==> src/rtl/aurora_link_supervisor.sv <==
// Reset sequencer and link-health monitor for a single-lane Aurora 64B/66B core:
// orders pma_init/reset_pb, retries bring-up on timeout, debounces channel drops.
module aurora_link_supervisor #(
    parameter int PMA_HOLD_CYC      = 128,
    parameter int RESET_PB_LAG_CYC  = 16,
    parameter int LINK_TIMEOUT_CYC  = 65536,
    parameter int DOWN_DEBOUNCE_CYC = 8,
    parameter int CNT_W             = 16
) (
    input  logic             ap_clk,
    input  logic             ap_rst_n,
    input  logic             enable,
    input  logic             force_reinit,
    input  logic             clr_stats,
    input  logic             channel_up,
    input  logic             lane_up,
    output logic             pma_init,
    output logic             reset_pb,
    output logic             link_ok,
    output logic             timeout_pulse,
    output logic [2:0]       state_o,
    output logic [CNT_W-1:0] drop_count,
    output logic [CNT_W-1:0] retry_count
);

    typedef enum logic [2:0] {
        IDLE     = 3'd0,
        PMA_HOLD = 3'd1,
        PB_LAG   = 3'd2,
        WAIT_UP  = 3'd3,
        UP       = 3'd4,
        DOWN_CHK = 3'd5
    } state_t;

    localparam int MAX_AB = (PMA_HOLD_CYC > RESET_PB_LAG_CYC) ? PMA_HOLD_CYC : RESET_PB_LAG_CYC;
    localparam int MAX_CD = (LINK_TIMEOUT_CYC > DOWN_DEBOUNCE_CYC) ? LINK_TIMEOUT_CYC : DOWN_DEBOUNCE_CYC;
    localparam int MAX_LD = (MAX_AB > MAX_CD) ? MAX_AB : MAX_CD;
    localparam int TW     = (MAX_LD > 1) ? $clog2(MAX_LD) : 1;

    // Timer holds "cycles remaining after this one", so each load is N-1.
    localparam logic [TW-1:0] PMA_LD  = TW'(PMA_HOLD_CYC - 1);
    localparam logic [TW-1:0] LAG_LD  = TW'(RESET_PB_LAG_CYC - 1);
    localparam logic [TW-1:0] TO_LD   = TW'(LINK_TIMEOUT_CYC - 1);
    localparam logic [TW-1:0] DB_LD   = TW'(DOWN_DEBOUNCE_CYC - 1);

    state_t          state, nxt;
    logic [TW-1:0]   tmr, ld_val;
    logic            ch_s1, ch_s2, ln_s1, ln_s2;
    logic            up_s, tmr_zero, timeout_ev, drop_ev;

    always_ff @(posedge ap_clk or negedge ap_rst_n) begin
        if (!ap_rst_n) begin
            ch_s1 <= 1'b0;
            ch_s2 <= 1'b0;
            ln_s1 <= 1'b0;
            ln_s2 <= 1'b0;
        end else begin
            ch_s1 <= channel_up;
            ch_s2 <= ch_s1;
            ln_s1 <= lane_up;
            ln_s2 <= ln_s1;
        end
    end

    assign up_s     = ch_s2 & ln_s2;
    assign tmr_zero = (tmr == '0);

    always_comb begin
        nxt        = state;
        timeout_ev = 1'b0;
        drop_ev    = 1'b0;
        if (!enable) begin
            nxt = IDLE;
        end else if (force_reinit && (state == WAIT_UP || state == UP || state == DOWN_CHK)) begin
            nxt = PMA_HOLD;
        end else begin
            case (state)
                IDLE:     nxt = PMA_HOLD;
                PMA_HOLD: if (tmr_zero) nxt = PB_LAG;
                PB_LAG:   if (tmr_zero) nxt = WAIT_UP;
                WAIT_UP: begin
                    // A link that comes up on the final cycle beats the timeout.
                    if (up_s) nxt = UP;
                    else if (tmr_zero) begin
                        nxt        = PMA_HOLD;
                        timeout_ev = 1'b1;
                    end
                end
                UP:       if (!up_s) nxt = DOWN_CHK;
                DOWN_CHK: begin
                    if (up_s) nxt = UP;
                    else if (tmr_zero) begin
                        nxt     = PMA_HOLD;
                        drop_ev = 1'b1;
                    end
                end
                default:  nxt = IDLE;
            endcase
        end
    end

    always_comb begin
        ld_val = '0;
        case (nxt)
            PMA_HOLD: ld_val = PMA_LD;
            PB_LAG:   ld_val = LAG_LD;
            WAIT_UP:  ld_val = TO_LD;
            DOWN_CHK: ld_val = DB_LD;
            default:  ld_val = '0;
        endcase
    end

    always_ff @(posedge ap_clk or negedge ap_rst_n) begin
        if (!ap_rst_n) begin
            state         <= IDLE;
            tmr           <= '0;
            timeout_pulse <= 1'b0;
            retry_count   <= '0;
            drop_count    <= '0;
        end else begin
            state         <= nxt;
            timeout_pulse <= timeout_ev;
            if (nxt != state)  tmr <= ld_val;
            else if (!tmr_zero) tmr <= tmr - 1'b1;
            if (clr_stats) retry_count <= '0;
            else if (timeout_ev && retry_count != '1) retry_count <= retry_count + 1'b1;
            if (clr_stats) drop_count <= '0;
            else if (drop_ev && drop_count != '1) drop_count <= drop_count + 1'b1;
        end
    end

    always_comb begin
        pma_init = 1'b0;
        reset_pb = 1'b0;
        case (state)
            IDLE, PMA_HOLD: begin
                pma_init = 1'b1;
                reset_pb = 1'b1;
            end
            PB_LAG:  reset_pb = 1'b1;
            default: ;
        endcase
    end

    assign link_ok = (state == UP);
    assign state_o = state;

endmodule

==> config.mk <==
export PLATFORM = sky130hd
export DESIGN_NAME = aurora_link_supervisor
export DESIGN_NICKNAME = d
export VERILOG_FILES = /design/src/rtl/aurora_link_supervisor.sv
export SDC_FILE = /design/constraint.sdc
export NUM_CORES = 1
export LEC_CHECK = 0
export BUFFER_PORTS_ARGS = -buffer_cell sky130_fd_sc_hd__buf_2
export CORE_MARGIN = 2
export CORE_UTILIZATION = 50
export DETAILED_ROUTE_END_ITERATION = 10
export PLACE_DENSITY_LB_ADDON = 0.15
export REMOVE_ABC_BUFFERS = 1
export SLEW_MARGIN = 20
export SYNTH_ARGS = -nofsm -noshare
export SYNTH_HDL_FRONTEND = slang
export SYNTH_SLANG_ARGS = --single-unit
export TNS_END_PERCENT = 10
==> constraint.sdc <==
create_clock -name ap_clk -period 6.3 [get_ports ap_clk]
set_input_delay 0.63 -clock ap_clk [delete_from_list [all_inputs] [get_ports ap_clk]]
set_output_delay 0.63 -clock ap_clk [all_outputs]
set_load 0.01 [all_outputs]
==> metrics.txt <==
TritonCTS clock tree yes; final std cells w/o fill 474; cell count of the worst reg-to-reg path 5; Worst setup EP type flop; status complete, no violations; crit path cell chain a21bo_2 > or3_1 > a311o_1 > nor4_1 > mux2_2; area share of the largest cell type after synthesis 0.426; CTS Buf Count 5; hold endpoint ch_s2; Static Leakage 1.54 nW; Worst setup SP type flop; top-count cell post-synth dfrtp_1; largest fanout on the critical path 28; drt initial violations 151; Root Driver clkbuf_8; # resized after CTS 0; global route total overflow 0; number of hold violations in the final report 0; Clock Latency Late Sink 310 ps; pin count of the biggest net entering global routing 57; main flop type after synthesis dfrtp_1; Hold Slack 359 ps; ys async rst share 1.00; synth warn 0; Initial Util 0.519; sequential cell area fraction in the yosys report 0.426; IO buf count 45; HP Start ch_s1; most frequent cells after synthesis 56 x dfrtp_1, 31 x a21oi_1, 25 x nor2_1; Critical Path Max Stage Delay 710 ps; Remaining DRCs 0; routability congestion estimate 0.878; Area Overhead vs Synth 10.8%; Inst Count DP 466; fin util 0.574; CP required 6500 ps; Die Y 85.2 um; Buf/Inv on CP 0; total power 0.722 mW; Tmin final 2810 ps; slowest stage cell, crit path dfrtp_1; CTS sink count 56; setup TNS 0 ps; VDD IR max 0.133 mV; vias in the first global route 2,605; Synth Register Bits 56; CTS clock-pin slew for the worst setup and hold paths 100 ps; power per cell area 198 nW/um^2; layout cells sized above 1 0.174; post-route ant nets 0; RSZ-0062 raised after global routing false; core area 6350 um^2; r2r setup slk 3490 ps; Yosys cell types 53; dominant cell type by area after synthesis dfrtp_1; H-tree Lvls 2; Max Slew Vio Count 0; dpl cell area 3540 um^2; Vias 2,876; Max transition margin 0.392; I/O Pins 46; placed wire-length estimate 4960 um; skew final 7.66 ps; Worst path depth 5; Max Cap Viol 0; hold path cells 0; PnR worst setup slack 3490 ps; vias per cell 6.07; Final period util 0.446; Worst Setup Path Type reg2reg; DR WL/cell 15.5 um; final instance area 3650 um^2; final layout net count 406; Post-CTS Setup Inserts 0; fmax 0.356 GHz; hold-fix buffers at CTS 0; Post-Syn Instances 362; die width 85.2 um; die footprint 7250 um^2; Clock Path Buffers 2; initial antenna violation count 0; synth top area cells dfrtp_1 43%, a21oi_1 4.7%, nand3_1 3.2%, or3_1 3.0%, nor2_1 2.8%; reg2reg start state_o[0]; reg2reg end drop_count[13]; Inserted Diodes 0; endpoints failing setup 0; Crit path max-delay family compound AO/OA/AOI/OAI gates; worst slew pin tran 908 ps; Hold WC Path Type reg2reg; overall routing resource usage 0.205; drt pass-1 iters 4; synthesized area per cell 9.10 um^2; first-pass GRT wire length 12,300 um; Crit path arrival time 3010 ps; DP Worst Slack 3480 ps; Post-synth EDFFs 0; Std-Cell Rows 29; final wirelength 7360 um; Post-Synthesis Cell Area 3290 um^2
==> cell type report <==
class,count,area [um^2]
fillers,590,2700
multi-input cells,277,1770
flip-flops and latches,56,1400
repair buffers,46,233
well taps,77,96.3
clock buffers,6,72.6
inverters,10,37.5
clock inverters,2,35.0
==> kinds of logic after synthesis <==
| kind of cell | share of synthesized area |
|---|---|
| xor+xnor | 0.0372 |
| compound gates | 0.187 |
| simple gates | 0.275 |
| fa+ha+maj | 0.0114 |
| flops | 0.426 |
| mux | 0.0270 |
| buf+inv | 0.0365 |
==> layer usage <==
| layer | global-route usage | wire length, um | up-vias |
|---|---|---|---|
| li1 | - | - | 1414 |
| met3 | 0.0360 | 267 | 5 |
| met1 | 0.286 | 3490 | 1402 |
| met4 | 0.0433 | 53 | 0 |
| met5 | 0 | 0 | - |
| met2 | 0.336 | 3540 | 55 |
==> flip-flops by register name, indices dropped and copies added (netlist names) <==
| name | cells |
|---|---|
| ch_s1 | 1 |
| ch_s2 | 1 |
| drop_count | 16 |
| ln_s1 | 1 |
| ln_s2 | 1 |
| retry_count | 16 |
| state_o | 3 |
| timeout_pulse | 1 |
| tmr | 16 |
==> report_power, final <==
group	switching, mW	internal, mW
Clock	0.120	0.118
Combinational	0.0536	0.0364
Sequential	0.0214	0.372
==> worst reg2reg max path: cells and delay by family (launching register included) <==
kind	cells	cell delay (ps)
and+or+nand+nor	2	710
muxes	1	370
DFF	1	710
AOI/OAI and AO/OA	2	910
==> layout by cell type, fill, tap and decap left out, types with 4 or more instances in the layout <==
cell type	instances
nand4_1	7
nand2_1	20
o31ai_1	10
nor2_1	25
buf_2	45
xor2_1	6
nor3_1	10
dfrtp_1	56
o32ai_1	9
o211ai_1	4
clkbuf_8	5
or4_1	11
mux2_2	7
o21ai_0	18
nor2b_1	13
or3_1	16
a21oi_1	31
nand2b_1	6
inv_1	10
xnor2_1	8
nand3_1	21
and3_1	7
==> worst max-delay path by stage <==
stage | endpoint | slack, ps | start
after floorplan | drop_count[13] | 3810 | state_o[0]
after global placement | drop_count[13] | 3500 | force_reinit
after detailed placement | retry_count[8] | 3480 | enable
after CTS | drop_count[13] | 3510 | state_o[0]
after global routing | drop_count[13] | 3330 | state_o[0]
final | drop_count[13] | 3490 | state_o[0]
(Power assumes the default switching activity.)
